File: src/rtl/riscv_pkg.sv
// Shared definitions for the execute stage and the control FSM that drives it:
// datapath sizing, the ALU operation codes and the registered flag bundle.
package riscv_pkg;

  localparam int XLEN   = 64;
  localparam int NREGS  = 32;
  localparam int REG_AW = $clog2(NREGS);

  typedef enum logic [2:0] {
    OP_PASS = 3'b000,
    OP_ADD  = 3'b001,
    OP_SUB  = 3'b010,
    OP_AND  = 3'b011,
    OP_XOR  = 3'b100,
    OP_NOT  = 3'b101,
    OP_INC  = 3'b110,
    OP_CMP  = 3'b111
  } op_ula_t;

  typedef struct packed {
    logic zero;
    logic negativo;
    logic overflow;
    logic igual;
    logic maior;
    logic menor;
  } flags_t;

  // Signed overflow of a sum: operands share a sign that the result does not.
  function automatic logic add_ovf(input logic a_msb, input logic b_msb, input logic r_msb);
    return (a_msb == b_msb) && (r_msb != a_msb);
  endfunction

  // Signed overflow of a difference: operand signs differ and result sign leaves A's.
  function automatic logic sub_ovf(input logic a_msb, input logic b_msb, input logic r_msb);
    return (a_msb != b_msb) && (r_msb != a_msb);
  endfunction

endpackage

File: src/rtl/banco_ula_exec_ula.sv
// Purely combinational ALU: result plus zero/sign/overflow and signed A-vs-B compare flags.
module ula
  import riscv_pkg::*;
(
  input  logic [XLEN-1:0] i_a,
  input  logic [XLEN-1:0] i_b,
  input  op_ula_t         i_op,
  output logic [XLEN-1:0] o_result,
  output logic            o_zero,
  output logic            o_negativo,
  output logic            o_overflow,
  output logic            o_igual,
  output logic            o_maior,
  output logic            o_menor
);

  logic [XLEN-1:0] w_sum;
  logic [XLEN-1:0] w_diff;
  logic [XLEN-1:0] w_inc;

  assign w_sum  = i_a + i_b;
  assign w_diff = i_a - i_b;
  assign w_inc  = i_a + {{(XLEN-1){1'b0}}, 1'b1};

  // Operation select and overflow, which only the arithmetic ops can raise.
  always_comb begin
    o_result   = {XLEN{1'b0}};
    o_overflow = 1'b0;
    case (i_op)
      OP_PASS: o_result = i_a;
      OP_ADD: begin
        o_result   = w_sum;
        o_overflow = add_ovf(i_a[XLEN-1], i_b[XLEN-1], w_sum[XLEN-1]);
      end
      OP_SUB: begin
        o_result   = w_diff;
        o_overflow = sub_ovf(i_a[XLEN-1], i_b[XLEN-1], w_diff[XLEN-1]);
      end
      OP_AND:  o_result = i_a & i_b;
      OP_XOR:  o_result = i_a ^ i_b;
      OP_NOT:  o_result = ~i_a;
      OP_INC: begin
        o_result   = w_inc;
        o_overflow = add_ovf(i_a[XLEN-1], 1'b0, w_inc[XLEN-1]);
      end
      OP_CMP:  o_result = {XLEN{1'b0}};
      default: o_result = {XLEN{1'b0}};
    endcase
  end

  assign o_zero     = (o_result == {XLEN{1'b0}});
  assign o_negativo = o_result[XLEN-1];
  assign o_igual    = (i_a == i_b);
  assign o_maior    = ($signed(i_a) > $signed(i_b));
  assign o_menor    = ($signed(i_a) < $signed(i_b));

endmodule

File: src/rtl/banco_ula_exec.sv
// Execute stage: integer register file, operand registers A/B, ALU and registered result/flags.
// Sequencing (load operands, then operate and write back) comes from the external control FSM.
module banco_ula_exec
  import riscv_pkg::*;
(
  input  logic              CLK,
  input  logic              RST,
  input  logic              reset_wire,
  input  logic [2:0]        operacao,
  input  logic              writeReg,
  input  logic [REG_AW-1:0] rs1,
  input  logic [REG_AW-1:0] rs2,
  input  logic [REG_AW-1:0] rd,
  output logic [XLEN-1:0]   A_out,
  output logic [XLEN-1:0]   B_out,
  output logic [XLEN-1:0]   alu_out,
  output logic              zero,
  output logic              negativo,
  output logic              overflow,
  output logic              igual,
  output logic              maior,
  output logic              menor
);

  logic [XLEN-1:0] r_rf [NREGS];
  logic [XLEN-1:0] r_a;
  logic [XLEN-1:0] r_b;
  logic [XLEN-1:0] r_alu;
  flags_t          r_flags;

  op_ula_t         w_op;
  logic [XLEN-1:0] w_result;
  flags_t          w_flags;
  logic            w_we;
  logic [XLEN-1:0] w_a_next;
  logic [XLEN-1:0] w_b_next;

  assign w_op = op_ula_t'(operacao);

  ula u_ula (
    .i_a        (r_a),
    .i_b        (r_b),
    .i_op       (w_op),
    .o_result   (w_result),
    .o_zero     (w_flags.zero),
    .o_negativo (w_flags.negativo),
    .o_overflow (w_flags.overflow),
    .o_igual    (w_flags.igual),
    .o_maior    (w_flags.maior),
    .o_menor    (w_flags.menor)
  );

  // A write is effective only outside a soft clear and never into x0; reads bypass the
  // write so an operand addressed by rd sees the value being written this edge.
  always_comb begin
    w_we     = 1'b0;
    w_a_next = {XLEN{1'b0}};
    w_b_next = {XLEN{1'b0}};
    if (writeReg && !reset_wire && (rd != {REG_AW{1'b0}})) begin
      w_we = 1'b1;
    end else begin
      w_we = 1'b0;
    end
    if (w_we && (rd == rs1)) begin
      w_a_next = w_result;
    end else if (rs1 == {REG_AW{1'b0}}) begin
      w_a_next = {XLEN{1'b0}};
    end else begin
      w_a_next = r_rf[rs1];
    end
    if (w_we && (rd == rs2)) begin
      w_b_next = w_result;
    end else if (rs2 == {REG_AW{1'b0}}) begin
      w_b_next = {XLEN{1'b0}};
    end else begin
      w_b_next = r_rf[rs2];
    end
  end

  // Register file storage; only RST clears it.
  always_ff @(posedge CLK) begin
    if (RST) begin
      for (int i = 0; i < NREGS; i++) begin
        r_rf[i] <= {XLEN{1'b0}};
      end
    end else if (w_we) begin
      r_rf[rd] <= w_result;
    end
  end

  // Operand, result and flag registers; cleared by either reset.
  always_ff @(posedge CLK) begin
    if (RST || reset_wire) begin
      r_a     <= {XLEN{1'b0}};
      r_b     <= {XLEN{1'b0}};
      r_alu   <= {XLEN{1'b0}};
      r_flags <= '0;
    end else begin
      r_a     <= w_a_next;
      r_b     <= w_b_next;
      r_alu   <= w_result;
      r_flags <= w_flags;
    end
  end

  assign A_out    = r_a;
  assign B_out    = r_b;
  assign alu_out  = r_alu;
  assign zero     = r_flags.zero;
  assign negativo = r_flags.negativo;
  assign overflow = r_flags.overflow;
  assign igual    = r_flags.igual;
  assign maior    = r_flags.maior;
  assign menor    = r_flags.menor;

endmodule

File: config.mk
export PLATFORM = sky130hd
export DESIGN_NAME = banco_ula_exec
export DESIGN_NICKNAME = d
export VERILOG_FILES = /design/src/rtl/riscv_pkg.sv /design/src/rtl/banco_ula_exec_ula.sv /design/src/rtl/banco_ula_exec.sv
export SDC_FILE = /design/constraint.sdc
export NUM_CORES = 2
export LEC_CHECK = 0
export CAP_MARGIN = 20
export CORE_AREA = 2 2 498 500
export DETAILED_ROUTE_END_ITERATION = 6
export DIE_AREA = 0 0 500 502
export PLACE_DENSITY = 0.66
export SLEW_MARGIN = 30
export SYNTH_ARGS = -nofsm -noshare
export SYNTH_HDL_FRONTEND = slang
export SYNTH_SLANG_ARGS = --single-unit
export TNS_END_PERCENT = 30
File: constraint.sdc
create_clock -name CLK -period 5.4 [get_ports CLK]
set_clock_uncertainty 0.05 [all_clocks]
set_input_delay 1.08 -clock CLK [delete_from_list [all_inputs] [get_ports CLK]]
set_output_delay 1.08 -clock CLK [all_outputs]
set_load 0.01 [all_outputs]
# Word-level counts from Yosys, hierarchy flattened

Memories as Yosys holds them, arrays and structs flattened.
Cells that the tools add are included.
W data, S select, Z words.

Output and inout bits: 198
Register bits: 198
RAM bits: 2048
Word-level logic and storage cells: 64
Memories kept: 1
Input bits: 22

Eq/ne operators: 15
Add/subtract/negate cells: 3
Bitwise gates (word level): 4
$lt $le $gt $ge: 2
Multiplexer cells: 15
Reduce and logical (&&, ||, !) cells: 15

Memories:

| memory | words | width | read ports | clocked after Yosys merged registers in | wr ports | line                 | text |
|---|---|---|---|---|---|---|---|
| r_rf   | 32    | 64    | 2          | 0                                       | 32       | banco_ula_exec.sv:25 | `logic [XLEN-1:0] r_rf [NREGS];` |

Operators by type and width:

| kind                    | count |
|---|---|
| $pmux W64 S8            | 1 |
| $mux W64                | 5 |
| $add A64 B1 Y64 const B | 1 |
| $add A64 B64 Y64        | 1 |
| $and A64 B64 Y64        | 1 |
| $eq A64 B64 Y1          | 1 |
| $gt A64 B64 Y1          | 1 |
| $logic_not A64 Y1       | 1 |
| $lt A64 B64 Y1          | 1 |
| $not A64 Y64            | 1 |
| $reduce_or A64 Y1       | 1 |
| $sub A64 B64 Y64        | 1 |
| $xor A64 B64 Y64        | 1 |
| $eq A3 B3 Y1 const B    | 4 |
| $eq A5 B5 Y1            | 2 |
| $logic_not A5 Y1        | 2 |
| $logic_and A1 B1 Y1     | 7 |
| $mux W1                 | 7 |
| $eq A3 B2 Y1 const B    | 2 |
| $mux W5                 | 1 |
| $reduce_bool A5 Y1      | 1 |
| $ne A1 B1 Y1            | 4 |
| $eq A3 B1 Y1 const B    | 1 |
| $logic_not A3 Y1        | 1 |
| 5 further kinds         | 5 |

# Longest topological paths before layout

Depth after elaboration: 9
Gate-level depth with buffers: 18

# Cells and area by module

Synthesis repeated with hierarchy kept, for this count alone.

Cells, all modules: 9798
Area total of the unflattened synthesis: 127091.9 um2

By module, submodules not included:

| module         | sequential area each (um2) | cells each | area an instance (um2) | times used |
|---|---|---|---|---|
| banco_ula_exec | 65462.8                    | 7504       | 113202.3               | 1 |
| ula            | 0.0                        | 2294       | 13889.6                | 1 |

# Worst setup path before layout

No wires, ideal clock.

Kind: input to register
Start: in rd[2]
End: mem r_rf[10][0] (enable)
Data required time: 4.917 ns
Arrival time: 4.295 ns
Stages on the path: 8
Buffers on the path: 2
Library setup time: 0.433 ns
Setup slack: 0.623 ns
Path through: clkbuf_1 nor3_1 nand2_1 nand3b_1 nor4b_1 nand2_1 clkbuf_1 nand2b_1

RTL lines:

| item               | line                 | text |
|---|---|---|
| start: declaration | banco_ula_exec.sv:13 | `input logic [REG_AW-1:0] rd,` |
| end: declaration   | banco_ula_exec.sv:25 |  |

# Worst setup path after layout

Start: reg r_a[10], in the netlist A_out[10]
End: reg r_a[53], in the netlist A_out[53]

Longest elaborated chain between the ends: 3

RTL lines:

| item                                          | line                     | text |
|---|---|---|
| start: declaration                            | banco_ula_exec.sv:26     | `logic [XLEN-1:0] r_a;` |
| start signal: assignment                      | banco_ula_exec.sv:94     | `r_a <= {XLEN{1'b0}};` |
| start signal: assignment                      | banco_ula_exec.sv:99     | `r_a <= w_a_next;` |
| $add A64 B1 Y64, or another cell as far along | banco_ula_exec_ula.sv:23 | `assign w_inc = i_a + {{(XLEN-1){1'b0}}, 1'b1};` |
| $pmux W64 S8 (*)                              | banco_ula_exec_ula.sv:29 | `case (i_op)` |
| $mux W64 (*)                                  | banco_ula_exec.sv:64     | `if (w_we && (rd == rs1)) begin` |

Every way passes the cells marked *; elsewhere a longest branch is shown, timed or not.
A chain may end at the register's enable or synchronous reset.

==> summary.md <==
| Metric | Value |
|---|---|
| WP data arrival | 6010 ps |
| Area post-placement | 0.133 mm2 |
| Number of flops mapped to enable cells by yosys | 2048 |
| Share of post-route cells with drive strength above 1 | 25.7% |
| Worst-case clock buffer depth | 3 |
| Failing checks | design-rule violations |
| CTS sink cnt | 2245 |
| I/O pin count | 220 |
| Setup TNS | 0 ps |
| Main synth FF type | edfxtp_1 |
| P per Cell Area | 318 mW/mm2 |
| Core Area | 0.245 mm2 |
| Rel. slew slack | 29.1% |
| HPWL after DPL | 327 mm |
| Syn Inst Count | 9087 |
| Finished Layout Cells | 12700 |
| Utilization after layout | 57.1% |
| Nets | 9463 |
| Cell Area, Synth | 0.122 mm2 |
| Reg2reg setup slack | 40 ps |
| P_leak | 49.3 nW |
| WL final | 520 mm |
| Post-route cell area | 0.140 mm2 |
| Clk_lat worst skew | 920 ps |
| Tmin final | 5360 ps |
| Initial antenna violation count | 15 |
| Worst EP required | 6040 ps |
| Tcrit/Tclk final | 99.3% |
| Die height | 502 um |
| CP max-delay cell | or4_1 |
| Achievable Freq | 0.186 GHz |
| GRT Residual Overflow | 0 |
| DR vias/cell | 7.27 |
| Final hold viol count | 0 |
| Rows | 182 |
| Max Slew Vio Count | 0 |
| Clock Pin Slew Worst Setup and Hold Paths | 70 ps |
| Top cell type's share of synthesized area | 50.4% |
| Syn avg cell area | 13.4 um2 |
| Synth area leaders | edfxtp_1, mux4_2, nor2_1, dfxtp_1, clkbuf_1 |
| Post-synthesis async set-or-reset flop share | 0% |
| Cts bufs inserted | 231 |
| CP most frequent cell | buf_4 |
| Initial DRC Count | 16200 |
| Hold Buf Count CTS | 0 |
| Final setup fails | 0 |
| CP startpoint kind | register |
| CTS root buf | clkbuf_16 |
| CTS tree | built |
| Worst-Margin Slew | 1060 ps |
| Worst hold-check path type | in -> reg |
| CTS H-tree lvls | 4 |
| Starting density of the core | 49.8% |
| Syn-to-layout area delta | 14.7% |
| Max_cap viols | 0 |
| Slowest stage delay, CP | 770 ps |
| Top-count cell post-synth | nor2_1 |
| Outcome | finished, violations left |
| Fillers | 19500 |
| Die area | 0.251 mm2 |
| Crit path cell chain | buf_4 > nand4_1 > or2_2 > or4_1 > nor4_1 > buf_4 > xor2_1 > a221oi_1 > o2111a_1 > nor3_1 > o22ai_2 > buf_4 > nand2b_1 > o22ai_1 |
| Critical path class | reg -> reg |
| Maximum fanout along the worst path | 32 |
| Seq cells post-synth | 2245 |
| RSZ-0062 raised after global routing | false |
| Global Route Usage Sum | 41.1% |
| Die Wd | 500 um |
| Average wire per standard cell | 40.9 um |
| Seq/Total Area, Yosys | 53.6% |
| Critical Path Sink Type | register |
| First-pass GRT wire length | 713 mm |
| Placer Congestion | 1.03 |
| Vias in the first global route | 91100 |
| DRC | 4 |
| Top post-synthesis cells by count | nor2_1, edfxtp_1, mux4_2 |
| Cell total after placement | 12300 |
| Cell taking the most area after synthesis | edfxtp_1 |
| TritonRoute pass-1 iters | 7 |
| Largest net degree at the start of global routing | 89 |
| Antenna-violating nets left | 0 |
| Total number of vias | 92500 |
| Ys Warns | 0 |
| Port bufs | 219 |
| Max VDD drop | 361 uV |
| Post-synthesis cell type count | 100 |
kinds of logic after synthesis:
logic type | Yosys count | share of synthesized area (%)
other cells | 1 | 0.00307
xor+xnor | 65 | 0.466
simple gates | 2977 | 10.2
flops | 2245 | 53.6
compound gates | 1118 | 6.07
fa+ha+maj | 133 | 1.38
mux | 1421 | 24.8
buf+inv | 1127 | 3.50
final cells by class:
cell class | count | area [um2] | share of cell area, %
diodes | 10 | 25.0 | 0.0179
clock buffers | 283 | 6010 | 4.30
clock inverters | 146 | 1370 | 0.976
inverters | 199 | 747 | 0.534
multi-input cells | 5778 | 53500 | 38.3
flip-flops and latches | 2245 | 65400 | 46.8
well taps | 3220 | 4030 | 2.88
repair buffers | 853 | 8770 | 6.27
sequential cells by signal (all words and copies together), names as in the netlist:
| register | flops |
|---|---|
| A_out | 64 |
| B_out | 64 |
| alu_out | 64 |
| igual | 1 |
| maior | 1 |
| menor | 1 |
| overflow | 1 |
| r_rf | 2048 |
| zero | 1 |
critical path, delay by kind of cell, from the launching register on:
kind	cells	cell delay [ps]
compound gates	4	1120
flops	1	350
simple gates	6	2680
buf+inv	3	860
xor+xnor	1	70
layout by cell type (no fill, tap or decap), types with 22 or more instances in the layout:
master           instances
xor2_1                  27
clkinv_1                61
ha_1                   129
nand2b_4                31
o22ai_1                132
nand3_1                 75
clkdlybuf4s50_1        205
o21ai_0                181
buf_4                  491
clkbuf_16              232
buf_12                 143
nor2b_1                 23
o31ai_1                 57
o32ai_1                 25
o221ai_1                34
and3_1                  30
o21a_1                  23
nand2_4                 31
nor3_1                  66
conb_1                  64
a221oi_1                39
nand2b_1                61
a211oi_1                22
mux2i_1                140
a21oi_1                290
o211ai_1                34
xnor2_1                 38
a31oi_1                 27
dfxtp_1                197
clkinv_2                37
clkbuf_1                49
o21bai_1                22
mux4_2                1280
nor2_1                2212
edfxtp_1              2048
nand4_1                 52
inv_1                  196
nand2_1                224
nor4_1                  49
final timing paths:
kind	startpoint	endpoint	cells past startpoint
min	RST	r_rf[0][22]	1
min reg2reg	A_out[31]	alu_out[31]	3
max	A_out[10]	A_out[53]	14
max reg2reg	A_out[10]	A_out[53]	14
report_power, final:
group | switching (W) | leakage [nW] | internal, W
Combinational | 0.00558 | 23.0 | 0.00310
Sequential | 0.000420 | 22.7 | 0.0196
Clock | 0.00723 | 3.53 | 0.00857
routing by layer:
layer	up-vias	global-route usage [%]	part of all wire, %
li1	35400	-	-
met1	47100	54.2	34
met2	8239	60.3	44
met3	1763	9.89	13
met4	2	28.9	8.6
met5	-	0	0.0025
through the flow:
step | hold slack (ps) | setup WS [ps] | total power, W
floorplan | 674 | 623 | 0.0249
global placement | 841 | 124 | 0.0287
detailed placement | 851 | 186 | 0.0288
CTS | 634 | 83.2 | 0.0443
global route | 636 | 12.0 | 0.0454
finish | 673 | 36.0 | 0.0445
repair_timing:
item	CTS	global route
setup endpoints to repair	0	69
gates resized for setup	0	6
hold endpoints to repair	0	0
buffers inserted	0	0
Power figures use the tool's default switching activity.
